==> src/rtl/dcfifo_rd_ctrl.sv <==
// Read-side controller for the dual-clock M20K FIFO: write-pointer sync, read sequencing, show-ahead output.
// Optional macro DCFIFO_RD_USEDW_EN adds the registered rdusedw fill-level output.
module dcfifo_rd_ctrl #(
   parameter int WIDTH       = 32,
   parameter int AW          = 9,
   parameter int RAM_LAT     = 2,
   parameter int SYNC_STAGES = 2
) (
   input  logic             clock,
   input  logic             aclr,
   input  logic [AW:0]      wr_ptr_gray,
   output logic [AW:0]      rd_ptr_gray,
   output logic             ram_rden,
   output logic [AW-1:0]    ram_rdaddr,
   input  logic [WIDTH-1:0] ram_q,
   output logic [WIDTH-1:0] dout,
   output logic             dout_valid,
   input  logic             dout_ready,
   output logic             empty
`ifdef DCFIFO_RD_USEDW_EN
   ,
   output logic [AW+1:0]    rdusedw
`endif
);

   localparam int OB = RAM_LAT + 1;
   localparam int IW = (OB > 1) ? $clog2(OB) : 1;
   localparam int CW = 4;

   function automatic logic [AW:0] gray2bin(input logic [AW:0] g);
      logic [AW:0] b;
      b[AW] = g[AW];
      for (int i = AW - 1; i >= 0; i--) b[i] = b[i+1] ^ g[i];
      return b;
   endfunction

   function automatic logic [AW:0] bin2gray(input logic [AW:0] b);
      return b ^ (b >> 1);
   endfunction

   function automatic logic [IW-1:0] idx_inc(input logic [IW-1:0] i);
      return (i == IW'(OB - 1)) ? '0 : i + 1'b1;
   endfunction

   logic [AW:0]       sync_q [SYNC_STAGES];
   logic [AW:0]       sync_d [SYNC_STAGES];
   logic [AW:0]       rbin_q, rbin_d, rbin_inc;
   logic [AW:0]       rd_gray_q, rd_gray_d;
   logic [AW:0]       wbin, avail;
   logic [RAM_LAT-1:0] vpipe_q, vpipe_d;
   logic [WIDTH-1:0]  obuf_q [OB];
   logic [WIDTH-1:0]  obuf_d [OB];
   logic [IW-1:0]     head_q, head_d, tail_q, tail_d;
   logic [CW-1:0]     occ_q, occ_d, infl;
   logic              issue, pop, cap;

   always_comb begin
      sync_d[0] = wr_ptr_gray;
      for (int i = 1; i < SYNC_STAGES; i++) sync_d[i] = sync_q[i-1];
   end

   assign wbin     = gray2bin(sync_q[SYNC_STAGES-1]);
   assign avail    = wbin - rbin_q;
   assign rbin_inc = rbin_q + (AW+1)'(1);

   assign dout_valid = (occ_q != '0);
   assign empty      = ~dout_valid;
   assign dout       = obuf_q[head_q];
   assign pop        = dout_valid & dout_ready;
   assign cap        = vpipe_q[RAM_LAT-1];

   // Slots promised to in-flight reads count as used, so a returning word always has a home.
   always_comb begin
      infl = '0;
      for (int i = 0; i < RAM_LAT; i++) infl = infl + CW'(vpipe_q[i]);
   end

   assign issue      = (avail != '0) && ((occ_q + infl - CW'(pop)) < CW'(OB));
   assign ram_rden   = issue;
   assign ram_rdaddr = rbin_q[AW-1:0];
   assign rd_ptr_gray = rd_gray_q;

   always_comb begin
      rbin_d    = rbin_q;
      rd_gray_d = rd_gray_q;
      if (issue) begin
         rbin_d    = rbin_inc;
         rd_gray_d = bin2gray(rbin_inc);
      end

      vpipe_d[0] = issue;
      for (int i = 1; i < RAM_LAT; i++) vpipe_d[i] = vpipe_q[i-1];

      obuf_d = obuf_q;
      tail_d = tail_q;
      head_d = head_q;
      if (cap) begin
         obuf_d[tail_q] = ram_q;
         tail_d         = idx_inc(tail_q);
      end
      if (pop) head_d = idx_inc(head_q);

      occ_d = occ_q + CW'(cap) - CW'(pop);
   end

   always_ff @(posedge clock or posedge aclr) begin
      if (aclr) begin
         for (int i = 0; i < SYNC_STAGES; i++) sync_q[i] <= '0;
         for (int i = 0; i < OB; i++) obuf_q[i] <= '0;
         rbin_q    <= '0;
         rd_gray_q <= '0;
         vpipe_q   <= '0;
         head_q    <= '0;
         tail_q    <= '0;
         occ_q     <= '0;
      end else begin
         for (int i = 0; i < SYNC_STAGES; i++) sync_q[i] <= sync_d[i];
         for (int i = 0; i < OB; i++) obuf_q[i] <= obuf_d[i];
         rbin_q    <= rbin_d;
         rd_gray_q <= rd_gray_d;
         vpipe_q   <= vpipe_d;
         head_q    <= head_d;
         tail_q    <= tail_d;
         occ_q     <= occ_d;
      end
   end

`ifdef DCFIFO_RD_USEDW_EN
   logic [AW+1:0] usedw_q, usedw_d;

   always_comb begin
      usedw_d = (AW+2)'(avail) + (AW+2)'(infl) + (AW+2)'(occ_q);
   end

   always_ff @(posedge clock or posedge aclr) begin
      if (aclr) usedw_q <= '0;
      else      usedw_q <= usedw_d;
   end

   assign rdusedw = usedw_q;
`endif

endmodule
==> config.mk <==
export PLATFORM = sky130hd
export DESIGN_NAME = dcfifo_rd_ctrl
export DESIGN_NICKNAME = d
export VERILOG_FILES = /design/src/rtl/dcfifo_rd_ctrl.sv
export SDC_FILE = /design/constraint.sdc
export NUM_CORES = 1
export LEC_CHECK = 0
export ABC_AREA = 1
export CAP_MARGIN = 20
export CELL_PAD_IN_SITES_DETAIL_PLACEMENT = 1
export CELL_PAD_IN_SITES_GLOBAL_PLACEMENT = 1
export CORE_MARGIN = 2
export CORE_UTILIZATION = 40
export CTS_CLUSTER_DIAMETER = 50
export DETAILED_ROUTE_END_ITERATION = 8
export PLACE_DENSITY_LB_ADDON = 0.1
export SYNTH_ARGS = -nofsm -noshare
export SYNTH_HDL_FRONTEND = slang
export SYNTH_SLANG_ARGS = --single-unit
==> constraint.sdc <==
create_clock -name clock -period 10.69 [get_ports clock]
set_input_delay 1.069 -clock clock [delete_from_list [all_inputs] [get_ports clock]]
set_output_delay 1.069 -clock clock [all_outputs]
set_load 0.01 [all_outputs]
==> results.cfg, run 1 <==
[status]
status = complete, no violations

[critical_path]
cp_common_cell = nor2_1
path_class = input port to output port
crit_chain = clkdlybuf4s50_1 > inv_1 > nor2_1 > ha_1 > fa_1 > fa_1 > nor2_1 > a21oi_1 > o21ai_0 > nor2_1 > buf_4 > nand2_1 > inv_1 > clkdlybuf4s50_1
worstPathRequired_ps = 9620
cp_slowest_cell = clkdlybuf4s50_1
crit_start = dout_ready
reg2reg_from = sync_q[9]
cp-start-kind = input port
max_stage_delay_ps = 620
crit_family = buffers and inverters
worstSetupEndpointType = output port
arrival_ps = 5150
cp_max_fo = 20
path_buf_inv = 5

[global_routing]
grt_pass1_wl_um = 30700
grt_max_degree = 87
antenna_found_initial = 0
grt_pass1_vias = 6263
grt_use_total_pct = 21.5
grt.overflow.total = 0

[final_layout]
fill_cells = 1896
diodes = 0
final_cell_area_mm2 = 0.00868
layout-drive-gt1-share_pct = 8.07
final_cell_mix = 235 x nand2_1, 145 x dfrtp_1, 104 x o21ai_0, 98 x clkdlybuf4s50_1, 82 x inv_1
multiInputGateArea_mm2 = 0.00277
final_common_cell = nand2_1
postLayoutCoreUtil_pct = 52.2
area_delta_synth_final_pct = 26.6
seq_area_mm2 = 0.00363
nNetsFinal = 933

[cts]
cts_buffers = 17
cts.repair.resized = 0
cts_tree = done
cts.clk_slew.worst_paths_ps = 60
htreeDepth = 4
clock_sinks = 145
hold_buffers = 0
cts-root-buf = clkbuf_16
clk_latency_ps = 420
post_cts_buffers = 0
clockBufferDepth = 2

[routing]
drtIter0Drc = 212
first_pass_iters = 4
via_per_inst = 5.11
ant_nets = 0
drc = 0
wl_per_cell_um = 16.7
vias = 5624
routed_wl_um = 18400

[place]
gp_congestion = 0.795
io_buffers = 98
placed_cell_area_mm2 = 0.00803
dpl.hpwl_um = 12100
preCtsSetupSlack_ps = 4500

[flow_run]
drv_cap = 0

[sta]
slew_violations = 0
skew_ps = 10.4
setup_violations = 0
tns_ps = 0
rsz0062_at_grt = no
fin_crit_sh_pct = 58.2
slew_headroom_pct = 46.6
fmax_mhz = 161
whs_ps = 348
worst_slew_pin_slew_ps = 801
fin_ws_ps = 4470
period_minus_slack_ps = 6220
hold_violations = 0

[synthesis]
netlist.area_leader.share_pct = 52.9
synthMuxAreaShare_pct = 0
synthFlopType = dfrtp_1
avgSynthCellArea_um2 = 8.81
async_flop_share_pct = 100
synth_edf_count = 0
syn_inst = 778
yosysTopAreaCell = dfrtp_1
synth_cell_type_count = 35
yosysWarnings = 0
syn_area_mm2 = 0.00686
synth_xor_area_share_pct = 3.30
synth_compound_area_share_pct = 12.8
synth_seq_cells = 145
seq_area_frac_synth_pct = 52.9
synth_area_leaders = dfrtp_1 53%, nand2_1 13%, o21ai_0 7.6%
syn_nets = 843
synthAdderAreaFrac_pct = 3.98
synth-simple-area-share_pct = 20.0
synth_top_family_by_area = simple AND/OR/NAND/NOR gates

[floorplanning]
dieArea_mm2 = 0.0182
coreArea_mm2 = 0.0166
initial_core_util_pct = 41.2
fp.dieH_um = 135
row_count = 47
die_w_um = 135
ios = 99

[power_and_ir_drop]
pwr_density_cell_mw_per_mm2 = 323
vdd_drop_max_uv = 129
leakage_nw = 4.23

[hold_path]
worstHoldPathType = flop to flop
min-delay-start = sync_d[8]
-- where the power goes --
part | internal (mW) | switching, mW
sequential | 0.775 | 0.137
clock | 0.432 | 0.231
combinational | 0.518 | 0.713
-- flip-flops by register name (all words and copies together), names as in the netlist --
name / flops
vpipe_q: 2
rbin_q: 10
head_q: 2
sync_q: 10
sync_d: 10
obuf_q: 96
rd_ptr_gray: 9
occ_q: 4
tail_q: 2
-- routing by layer --
layer / vias to the layer above / track usage, % / part of all wire (%)
met1: 2817 / 25.7 / 42
met4: 0 / 7.99 / 2.0
met3: 26 / 4.28 / 3.2
met2: 88 / 38.2 / 53
met5: - / 0 / 0
li1: 2693 / - / -
-- final timing paths --
check	to	slack [ps]	depth (start not counted)
max	ram_rden	4470	14
min	sync_q[8]	350	0
max reg2reg	vpipe_q[0]	6540	26
min reg2reg	sync_q[8]	350	0
max in group asynchronous	obuf_q[55]	8180	3
min in group asynchronous	sync_d[4]	1180	2
-- per-stage QoR --
step / power, mW / instances
5_1_grt: 3.03 / 1100
6_report: 2.81 / 1100
3_5_place_dp: 2.16 / 1069
4_1_cts: 2.84 / 1100
3_3_place_gp: 2.08 / 1069
2_1_floorplan: 1.65 / 778
-- synth_stat cells, types with 3 or more instances --
| master | count |
|---|---|
| nor2_1 | 13 |
| ha_1 | 17 |
| nor3_1 | 4 |
| fa_1 | 3 |
| nand2_1 | 235 |
| inv_1 | 83 |
| a22oi_1 | 31 |
| nand3b_1 | 4 |
| nand2_2 | 4 |
| clkbuf_1 | 27 |
| xor2_1 | 19 |
| nand3_2 | 14 |
| xnor2_1 | 5 |
| nand3_1 | 34 |
| buf_4 | 4 |
| dfrtp_1 | 145 |
| a21oi_1 | 10 |
| o21ai_0 | 104 |
-- cells by family (layout without fill, tap and decap cells) --
logic type      count (synthesis)  count (layout)
fa+ha+maj                      20              20
buf+inv                       119             221
xor+xnor                       25              25
flops                         145             145
simple gates                  315             315
compound gates                154             154
-- worst reg2reg max path, cell delays in order, from the launching register on --
cell and delay, ps:
dfrtp_1 420, inv_1 90, nand2_1 80, nand3_2 90, nand2_1 110, nand2_1 120, nand3_2 90, nand2_1 120
nand2_1 80, nand3_1 110, nand3_1 160, nand2_2 120, nand2_1 50, nand3_1 70, nand2_1 70, ha_1 200
inv_1 120, nand3_1 110, nand2_2 130, xor2_1 160, nand4_1 90, nor2_1 120, nand3_1 90, nor2_2 100
nand2_2 280, nand2_1 660, inv_1 150
-- layout make-up --
| class | count | area share (%) |
|---|---|---|
| Clock buffer | 22 | 5.46 |
| Inverter | 84 | 3.69 |
| Tap cell | 220 | 3.17 |
| Clock inverter | 9 | 2.06 |
| Sequential cell | 145 | 41.8 |
| Multi-Input combinational cell | 514 | 31.9 |
| Timing Repair Buffer | 106 | 12.0 |
Power figures use the tool's default switching activity.
==> run 2, diff against run 1 <==
- CORE_UTILIZATION: 40 -> 37
- clock period: 10.69 -> 5.43 ns (I/O delays scaled with it)
==> results.cfg, run 2 (synthesized netlist as in run 1, its figures left out) <==
[critical_path]
cp_slowest_cell = clkdlybuf4s50_1
path_depth = 30
path_class = flop to output port
crit_family = simple AND/OR/NAND/NOR gates
reg2reg_from = sync_q[9]
arrival_ps = 4280
cp_max_fo = 20
worstPathRequired_ps = 4890
crit_start = sync_q[9]
cp-start-kind = flop
r2r.worst_path.cells = 27
rr_endpoint = rd_ptr_gray[3]
path_buf_inv = 4
worstSetupEndpointType = output port
max_stage_delay_ps = 550
crit_end = ram_rden
cp_common_cell = nand2_1
reg2reg_setup_slack_ps = 1620

[final_layout]
largest_register_ff_count = 96
nNetsFinal = 931
diodes = 0
final_cell_mix = 235 x nand2_1, 145 x dfrtp_1, 104 x o21ai_0, 98 x clkdlybuf4s50_1, 82 x inv_1
layout-drive-gt1-share_pct = 8.19
final_common_cell = nand2_1
postLayoutCoreUtil_pct = 47.8
area_delta_synth_final_pct = 26.2
max_flop_register = obuf_q

[cts]
cts.clk_slew.worst_paths_ps = 60
cts_tree = done
clock_sinks = 145
cts-root-buf = clkbuf_16
htreeDepth = 4
hold_buffers = 0
clk_latency_ps = 430
cts.repair.resized = 0
clockBufferDepth = 2
cts_buffers = 17
post_cts_buffers = 0

[floorplanning]
ios = 99
fp.dieH_um = 140
die_w_um = 140
dieArea_mm2 = 0.0196
row_count = 49
coreArea_mm2 = 0.0181
initial_core_util_pct = 37.9

[power_and_ir_drop]
switching_share_pct = 39.2
pwr-share-clk_pct = 22.2
vdd_drop_max_uv = 317
pwr-share-comb_pct = 44.6
p_seq_share_pct = 33.3
leakage_nw = 4.22
pwr_density_cell_mw_per_mm2 = 624
switchingPower_mw = 2.11
p_int_mw = 3.28

[hold_path]
worstHoldPathCells = 0
worstHoldPathType = flop to flop
min-delay-start = sync_d[6]

[sta]
setup_violations = 0
fmax_mhz = 207
worst_slew_pin_slew_ps = 978
skew_ps = 6.72
slew_violations = 0
hold_violations = 0
tns_ps = 0
slew_headroom_pct = 34.8
period_minus_slack_ps = 4820
rsz0062_at_grt = no
fin_crit_sh_pct = 88.8

[place]
dpl.hpwl_um = 11900
gp_congestion = 0.800
io_buffers = 98

[global_routing]
grt_pass1_vias = 6060
grt.overflow.total = 0
grt_pass1_wl_um = 30100
antenna_found_initial = 0
grt_max_degree = 108
grt_use_total_pct = 19.1

[status]
status = complete, but fails checks
violations = DRC

[routing]
via_per_inst = 5.03
wl_per_cell_um = 16.1
routed_wl_um = 17800
vias = 5571
drtIter0Drc = 286
first_pass_iters = 6
drc = 6
ant_nets = 0

[flow_run]
drv_cap = 0
run 2: cell types whose count changed in the layout (fill, tap and decap cells not counted), sizes merged:
cell    delta
buf        -2
bufinv     -3
clkbuf     -1
clkinv     +2
inv        +3
run 2: worst min-delay path by stage:
stage / to
after floorplan: sync_q[0]
after global placement: sync_q[4]
after detailed placement: sync_q[7]
after CTS: sync_q[6]
after global routing: sync_q[6]
final: sync_q[6]
run 2: layout make-up:
cell class / instances / area, um^2
Clock buffer: 21 / 480
Clock inverter: 11 / 125
Fill cell: 2078 / 9430
Inverter: 84 / 320
Multi-Input combinational cell: 514 / 2790
Sequential cell: 145 / 3630
Tap cell: 229 / 287
Timing Repair Buffer: 104 / 1030
run 2: power by group through the flow:
| stage | logic (mW) | registers (mW) | clock network, mW |
|---|---|---|---|
| floorplan | 1.51 | 1.74 | 0 |
| global placement | 2.34 | 1.77 | 0 |
| detailed placement | 2.44 | 1.81 | 0 |
| CTS | 2.47 | 1.80 | 1.23 |
| global route | 2.71 | 1.85 | 1.28 |
| finish | 2.41 | 1.80 | 1.20 |
run 2: through the flow:
stage / worst slack (ps) / power (mW) / cell area [um^2] / hold WS [ps] / std cells
3_5_place_dp: 837 / 4.25 / 8040 / 336 / 1076
3_3_place_gp: 949 / 4.11 / 8040 / 333 / 1076
2_1_floorplan: 992 / 3.25 / 6860 / 331 / 778
4_1_cts: 392 / 5.49 / 8650 / 352 / 1108
5_1_grt: 113 / 5.85 / 8650 / 359 / 1108
6_report: 606 / 5.40 / 8650 / 349 / 1108
run 2: worst reg2reg max path, stage by stage (launching register included):
cell     delay [ps]
dfrtp_1         420
inv_1            90
nand2_1          80
nand3_2          80
nand2_1          90
nand2_1          70
nand3_1         110
nand2_1         130
nand2_1          80
nand3_1         120
nand2_1         110
nand2_2          90
nand2_2          70
ha_1            340
a21oi_2         200
nand2_2         110
a21oi_2         190
nor2_1           70
nand3_1          90
nand2_1          60
nand2_1          60
nand2_1          60
nor2_1          210
nand2_4         220
nand2_1         140
buf_4           250
nand2_1         110
nand2_1          80
run 2: per-layer routing:
metal,track usage (%),routed length [um]
met1,23.5,7870
met5,0,0
met2,33.7,9100
met4,5.74,264
met3,4.31,560
